### src/rtl/arb_pkg.sv
// Shared types and constants for the 3-way request/select arbiter.
// No logic here; the helper function is pure combinational index arithmetic.
// No flow control; consumers decide how the values are registered.
package arb_pkg;

  localparam int NUM_REQ = 3;

  localparam logic [1:0] GNT_R0   = 2'b00;
  localparam logic [1:0] GNT_R1   = 2'b01;
  localparam logic [1:0] GNT_R2   = 2'b10;
  localparam logic [1:0] GNT_NONE = 2'b11;

  typedef enum logic [1:0] {
    ST_IDLE    = 2'd0,
    ST_BUSY    = 2'd1,
    ST_RELEASE = 2'd2
  } arb_state_t;

  // Requester index reached by stepping ofs places from start, wrapping 2->0.
  function automatic logic [1:0] wrap_idx(input logic [1:0] start, input logic [1:0] ofs);
    logic [2:0] w_sum;
    w_sum = {1'b0, start} + {1'b0, ofs};
    if (w_sum >= 3'(NUM_REQ)) w_sum = w_sum - 3'(NUM_REQ);
    return w_sum[1:0];
  endfunction

endpackage

### src/rtl/arb_pick.sv
// Picks one winner from a request vector, searching upward from a start index.
// Latency: purely combinational, zero cycles.
// Backpressure: none; o_vld is low when the request vector is empty.
module arb_pick
  import arb_pkg::*;
(
  input  logic [NUM_REQ-1:0] i_req,
  input  logic [1:0]         i_start,
  output logic [NUM_REQ-1:0] o_win,
  output logic [1:0]         o_code,
  output logic               o_vld
);

  // First set request found walking start, start+1, start+2 (mod 3) wins.
  always_comb begin
    o_win  = '0;
    o_code = GNT_NONE;
    o_vld  = 1'b0;
    for (int k = 0; k < NUM_REQ; k++) begin
      if (!o_vld && i_req[wrap_idx(i_start, 2'(k))]) begin
        o_vld                          = 1'b1;
        o_win[wrap_idx(i_start, 2'(k))] = 1'b1;
        o_code                         = wrap_idx(i_start, 2'(k));
      end
    end
  end

endmodule

### src/rtl/req_sel_arbiter.sv
// Shares one resource among 3 requesters; grant held until release or MAX_HOLD timeout.
// Latency: grant 1 edge after request seen in IDLE; 2-edge dead gap between grants.
// Backpressure: owners keep req high to hold; ARB_ROUND_ROBIN_EN selects rotating priority.
module req_sel_arbiter
  import arb_pkg::*;
#(
  parameter int MAX_HOLD = 16
) (
  input  logic         clk,
  input  logic         rst,
  input  logic [2:0]   req,
  output logic [2:0]   gnt,
  output logic [1:0]   gnt_code,
  output logic         busy,
  output logic         timeout
);

  localparam int CNT_W = $clog2(MAX_HOLD);
  localparam logic [CNT_W-1:0] HOLD_LAST = CNT_W'(MAX_HOLD - 1);

  arb_state_t         r_state;
  logic [2:0]         r_gnt;
  logic [1:0]         r_gnt_code;
  logic               r_timeout;
  logic [CNT_W-1:0]   r_hold_cnt;
  logic [1:0]         r_last_owner;
  logic [2:0]         r_mask;

  logic [2:0]         w_elig;
  logic [2:0]         w_arb_req;
  logic [1:0]         w_start;
  logic [2:0]         w_win;
  logic [1:0]         w_code;
  logic               w_vld;
  logic               w_owner_req;

  // A timed-out requester sits out one arbitration unless it is the only one asking.
  always_comb begin
    w_elig    = req & ~r_mask;
    w_arb_req = (|w_elig) ? w_elig : req;
  end

`ifdef ARB_ROUND_ROBIN_EN
  // Search begins just after whoever was granted last.
  always_comb begin
    w_start = wrap_idx(r_last_owner, 2'd1);
  end
`else
  logic w_unused_last_owner;

  // Fixed priority: always search from requester 0; last owner is tracked but ignored.
  always_comb begin
    w_start             = 2'd0;
    w_unused_last_owner = ^r_last_owner;
  end
`endif

  arb_pick u_pick (
    .i_req   (w_arb_req),
    .i_start (w_start),
    .o_win   (w_win),
    .o_code  (w_code),
    .o_vld   (w_vld)
  );

  // The owner's request is still up if it overlaps the current one-hot grant.
  assign w_owner_req = |(req & r_gnt);

  // Grant FSM: IDLE arbitrates, BUSY holds until release/timeout, RELEASE is the dead cycle.
  always_ff @(posedge clk) begin
    if (rst) begin
      r_state      <= ST_IDLE;
      r_gnt        <= 3'b000;
      r_gnt_code   <= GNT_NONE;
      r_timeout    <= 1'b0;
      r_hold_cnt   <= '0;
      r_last_owner <= 2'd2;
      r_mask       <= 3'b000;
    end else begin
      case (r_state)
        ST_IDLE: begin
          if (w_vld) begin
            r_state      <= ST_BUSY;
            r_gnt        <= w_win;
            r_gnt_code   <= w_code;
            r_hold_cnt   <= '0;
            r_last_owner <= w_code;
            r_mask       <= 3'b000;
          end
        end
        ST_BUSY: begin
          if (!w_owner_req) begin
            // Normal release takes precedence over a coincident timeout.
            r_state    <= ST_RELEASE;
            r_gnt      <= 3'b000;
            r_gnt_code <= GNT_NONE;
            r_mask     <= 3'b000;
          end else if (r_hold_cnt == HOLD_LAST) begin
            r_state    <= ST_RELEASE;
            r_gnt      <= 3'b000;
            r_gnt_code <= GNT_NONE;
            r_timeout  <= 1'b1;
            r_mask     <= r_gnt;
          end else begin
            r_hold_cnt <= r_hold_cnt + 1'b1;
          end
        end
        ST_RELEASE: begin
          r_state   <= ST_IDLE;
          r_timeout <= 1'b0;
        end
        default: begin
          r_state    <= ST_IDLE;
          r_gnt      <= 3'b000;
          r_gnt_code <= GNT_NONE;
          r_timeout  <= 1'b0;
        end
      endcase
    end
  end

  assign gnt      = r_gnt;
  assign gnt_code = r_gnt_code;
  assign timeout  = r_timeout;
  assign busy     = (r_state == ST_BUSY);

endmodule

### config.mk
export PLATFORM = sky130hd
export DESIGN_NAME = req_sel_arbiter
export DESIGN_NICKNAME = d
export VERILOG_FILES = /design/src/rtl/arb_pkg.sv /design/src/rtl/arb_pick.sv /design/src/rtl/req_sel_arbiter.sv
export SDC_FILE = /design/constraint.sdc
export NUM_CORES = 1
export LEC_CHECK = 0
export CORE_UTILIZATION = 49
export DETAILED_ROUTE_END_ITERATION = 8
export PLACE_DENSITY = 0.84
export SLEW_MARGIN = 40
export SYNTH_ARGS = -nofsm -noshare
export SYNTH_HDL_FRONTEND = slang
export SYNTH_SLANG_ARGS = --single-unit
### constraint.sdc
create_clock -name clk -period 2.32 [get_ports clk]
set_input_delay 0.232 -clock clk [delete_from_list [all_inputs] [get_ports clk]]
set_output_delay 0.232 -clock clk [all_outputs]
set_load 0.01 [all_outputs]
======== Word level (Yosys, flattened, before mapping) ========
Index checks and enable logic that the tools add are counted.
operators by class
  add/sub/neg operators ................... 1
  order comparisons ....................... 6
  equality and inequality tests ........... 8
  mux-type cells .......................... 42
  bitwise gates (word level) .............. 7
  reductions and logical operators ........ 16
operator list
  kind                   count
  $mux W3                10
  $mux W2                12
  $mux W4                3
  $lt A2 B3 Y1 const B   3
  $pmux W3 S3            1
  $reduce_and A3 Y1      3
  $mux W1                8
  $pmux W4 S2            1
  $and A3 B3 Y3          2
  $demux W1 S2           3
  $ge A2 B1 Y1 const B   3
  $ne A2 B1 Y1 const B   3
  $or A3 B3 Y3           2
  $pmux W2 S3            1
  $pmux W3 S2            1
  $reduce_or A3 Y1       2
  $logic_and A1 B1 Y1    5
  $add A4 B1 Y4 const B  1
  $eq A4 B4 Y1 const B   1
  $pmux W2 S2            1
  $reduce_and A4 Y1      1
  $ne A3 B2 Y1 const B   1
  $not A3 Y3             1
  $eq A2 B1 Y1 const B   1
  other kinds (8)        10
word-level totals
  flip-flop bits (word level) ............. 15
  output and inout port bits .............. 7

======== Logic depth before layout (Yosys ltp) ========
  depth in word-level cells ............... 19
  gate-level depth with buffers ........... 6
  gate-level depth less buffers ........... 5

======== Cells and area by module ========
Synthesis repeated with hierarchy kept, for this count alone.
unflattened totals
  cell total of the unflattened synthesis .. 144
  area, all modules ....................... 1191.1 um^2
by module, submodules not included
  module           times used  cells an instance  area an instance (um^2)
  req_sel_arbiter  1           91                 835.8
  arb_pick         1           53                 355.3

======== Least setup slack after synthesis ========
Ideal clock, no wire load.
  kind .................................... register -> register
  from .................................... register r_gnt[0] (netlist: gnt[0])
  to ...................................... register r_mask[1]
  arrival ................................. 1721 ps
  path slack .............................. 529 ps
  cell stages (with the launch flop) ...... 5
  buffers on the path ..................... 0
  cells stage by stage .................... dfxtp_1 -> a222oi_1 -> o311ai_2 -> or4_1 -> a21oi_1
between the ends
  word-level cells in the longest chain between the ends .. 4
ends and longest elaborated chain
  element                                                     RTL line                text
  start: declaration                                          req_sel_arbiter.sv:22   logic [2:0] r_gnt;
  start signal: assignment                                    req_sel_arbiter.sv:84   r_gnt <= w_win;
  $and A3 B3 Y3 (*)                                           req_sel_arbiter.sv:67   assign w_owner_req = |(req & r_gnt);
  $reduce_or A3 Y1 (*)                                        req_sel_arbiter.sv:67
  $ne A3 B2 Y1 (no line) or $mux W3 (tied branches)           -
  $reduce_and A3 Y1 (no line) or $pmux W3 S2 (tied branches)  -
  end signal: assignment                                      req_sel_arbiter.sv:103  r_mask <= r_gnt;
  end: declaration                                            req_sel_arbiter.sv:27   logic [2:0] r_mask;
Every way passes the cells marked *; elsewhere a longest branch is shown, timed or not.
A chain may end at the register's enable or synchronous reset.

======== Worst setup path after layout ========
  from .................................... input req[0]
  to ...................................... register r_gnt[1] (netlist: gnt[1])
between the ends
  word-level cells in the longest chain between the ends .. 12
ends and longest elaborated chain
  element                                           RTL line               text
  start: declaration                                req_sel_arbiter.sv:11  input logic [2:0] req,
  $and A3 B3 Y3                                     req_sel_arbiter.sv:39  w_elig = req & ~r_mask;
  $reduce_or A3 Y1                                  req_sel_arbiter.sv:40  w_arb_req = (|w_elig) ? w_elig : req;
  $mux W3                                           req_sel_arbiter.sv:40
  $mux W1                                           arb_pick.sv:20         if (!o_vld && i_req[wrap_idx(i_start, 2'(k))]) begin
  $logic_not A1 Y1                                  arb_pick.sv:20
  $logic_and A1 B1 Y1                               arb_pick.sv:20
  $mux W1                                           arb_pick.sv:20
  $logic_not A1 Y1                                  arb_pick.sv:20
  $logic_and A1 B1 Y1                               arb_pick.sv:20
  $mux W3 or $mux W1 (tied branches)                arb_pick.sv:20
  $mux W3 or $ne A2 B1 Y1 (tied branches)           -
  $pmux W3 S3 or $reduce_and A3 Y1 (tied branches)  -
Parallel ways exist; a longest one is shown, timed or not. The select of a mux whose other input is x is not followed.

==> impl_metrics.csv <==
group,metric,value,unit
power_and_ir_drop,vdd_ir_drop_max,0.3993,mV
routing,wire_per_inst,13.67,um
logic_synthesis,ys_types,25,
worst_hold_path,hold_class,"register to register",
floorplan,die_w,39.92,um
logic_synthesis,synth_top_area_share,42.63,%
logic_synthesis,synth_warnings,0,
setup_path,reg2reg_depth,5,
clocking,cts_num_sinks,15,
logic_synthesis,synthTopCellsByArea,"dfxtp_1, a21oi_1, nand3_1",
sta,setup_viol,0,
floorplan,die_area,1593,sq um
clocking,clk_pin_slew_worst_paths,0.08,ns
power_and_ir_drop,pwr-share-clk,28.0,%
flow_run,max_cap_viol_count,0,
layout,final_cell_mix,"dfxtp_1, clkdlybuf4s50_1, a21oi_1, nor2_1, nand3_1",
power_and_ir_drop,p_seq_share,53.0,%
sta,fin_setup_tns,0,ns
global_routing,grt_pass1_vias,575,
logic_synthesis,synth_edf_count,0,
status,status,"completed",
sta,rsz0062_at_grt,"false",
routing,detail-route-antenna-nets,0,
clocking,hold_buffers,0,
global_routing,antenna_found_initial,0,
power_and_ir_drop,power_density,606.6,nW/um^2
routing,num_vias,667,
power_and_ir_drop,switching_share,27.40,%
power_and_ir_drop,p_switching,0.0001441,W
layout,num_antenna_cells,0,
worst_hold_path,worstHoldPathCells,2,
clocking,cts_buffers,3,
layout,drive_gt1_share,8.000,%
global_routing,grt_max_degree,17,
power_and_ir_drop,p_int,0.0003819,W
logic_synthesis,synth-seq-area-share,42.63,%
placed_design,place_hpwl,1.124,mm
routing,drtPass1Iterations,4,
placed_design,port_buffers,11,
logic_synthesis,syn_nets,91,
logic_synthesis,syn-mean-instance-area,8.287,sq um
sta,tightest_slew,0.5445,ns
logic_synthesis,yosysTopAreaCell,"dfxtp_1",
routing,viasPerCell,5.800,
sta,relSlewSlack,63.59,%
floorplan,core,1318,sq um
logic_synthesis,synth_async_sr_flop_share,0,%
logic_synthesis,synth-seq-cells,15,
floorplan,io_pins,12,
routing,drc,0,
sta,fin_crit,1.809,ns
sta,fin_crit_sh,77.98,%
setup_path,path_depth,7,
setup_path,crit_arrival,1.96,ns
clocking,cts_resized,0,
logic_synthesis,synthFlopType,"dfxtp_1",
floorplan,die_h,39.92,um
sta,hold_viol_final,0,
setup_path,slowest_stage,"clkdlybuf4s50_1",
clocking,cts_root_buffer,"clkbuf_4",
logic_synthesis,netlist_area,704.4,sq um
setup_path,critPathCaptureType,"register",
logic_synthesis,netlist_instances,85,
setup_path,path_max_fanout,8,
clocking,h-tree-depth,1,
clocking,cts_tree,"built",
clocking,post_cts_buffers,0,
setup_path,worst-path-buf-inv,3,
layout,fin_cells,115,
routing,initialDrtViolationCount,59,
layout,final_common_cell,"dfxtp_1",
setup_path,criticalPathCategory,"primary input to register",
sta,drv_slew,0,
setup_path,cp.required,2.47,ns
global_routing,grt.overflow.total,0,
placed_design,place_congestion,0.8179,
layout,nets,107,
routing,wl,1.572,mm
global_routing,grt_first_pass_wirelength,2.394,mm
setup_path,critical-path-max-stage-delay,0.52,ns
setup_path,path_cells,"clkdlybuf4s50_1 -> a222oi_1 -> buf_4 -> nor3_1 -> buf_4 -> o21ai_0 -> a21oi_1",
layout,area_growth,23.09,%
sta,clock_skew,0.002463,ns
floorplan,start_util,53.47,%
placed_design,dpl.cell_count,111,
clocking,clk_latency,0.28,ns
sta,clock.fmax,552.7,MHz
power_and_ir_drop,p_comb_share,18.9,%
setup_path,startpoint_type,"primary input",
global_routing,grt_usage,22.78,%
power_and_ir_drop,cellLeakagePower,0.3106,nW
setup_path,cpMostUsedCell,"buf_4",
clocking,clock_path_buffers,2,
floorplan,rows,13,
setup_path,cp_top_family,"buffers and inverters",
per-layer routing:
metal	track usage [%]	share of wire (%)	vias to the layer above
met5	0	0	-
met2	31.45	44	22
met4	15.52	1.1	0
li1	-	-	345
met3	3.409	5.7	4
met1	31.85	49	296
synthesized netlist by cell type, types with 2 or more instances:
library cell	number
or4_1	2
nand2b_1	3
dfxtp_1	15
o21ai_0	4
nor2b_1	3
o32a_1	2
nand2_1	6
inv_1	6
a31oi_1	2
clkbuf_1	2
nor2_1	7
nand3_1	7
a32oi_1	2
a21oi_1	10
nor3_1	2
nand3b_1	3
flip-flops by register name, indices dropped and copies added, names as in the netlist:
name        cells
r_mask          3
timeout         1
r_state         2
r_hold_cnt      4
gnt_code        2
gnt             3
cell type report:
class | instances | area [sq um]
Inverter | 6 | 22.52
Sequential cell | 15 | 300.3
Multi-Input combinational cell | 62 | 374.1
Fill cell | 119 | 450.4
Tap cell | 15 | 18.77
Clock buffer | 4 | 26.28
Timing Repair Buffer | 13 | 125.1
cell families after synthesis:
family,count (synthesis),synth area share (%)
and+or+nand+nor,37,27.71
AOI/OAI and AO/OA,24,23.62
DFF,15,42.63
buffers and inverters,8,4.263
adders and majority gates,1,1.776
stage by stage:
stage / hold WS, ns / utilization [%] / instance area, sq um / power, W / worst slack, ns
finish: 0.4703 / 65.81 / 867.1 / 0.0005260 / 0.5108
global route: 0.5058 / 65.81 / 867.1 / 0.0005480 / 0.4075
CTS: 0.4766 / 65.81 / 867.1 / 0.0005299 / 0.5456
detailed placement: 0.4629 / 63.82 / 840.8 / 0.0003823 / 0.2516
global placement: 0.4541 / 63.82 / 840.8 / 0.0003807 / 0.3003
floorplan: 0.3011 / - / 704.4 / 0.0003376 / 0.5285
worst min-delay path, delay by kind of cell (launching register included):
kind	cells	cell delay (ns)
flops	1	0.32
simple gates	1	0.06
compound gates	1	0.06
final timing paths:
| path | end | from | slack [ns] |
|---|---|---|---|
| hold reg to reg | timeout | timeout | 0.47 |
| setup reg to reg | r_mask[1] | r_hold_cnt[0] | 0.64 |
| setup / recovery | gnt[1] | req[0] | 0.51 |
| hold / removal | timeout | timeout | 0.47 |
power groups by stage:
stage          clock network [W]  logic (W)  registers (W)
3_3_place_gp                   0  0.0000963       0.000284
2_1_floorplan                  0  0.0000514       0.000286
5_1_grt                 0.000160   0.000107       0.000281
6_report                0.000147  0.0000996       0.000279
3_5_place_dp                   0  0.0000977       0.000285
4_1_cts                 0.000152  0.0000986       0.000279
No activity file was read; power rests on OpenSTA's default activity.
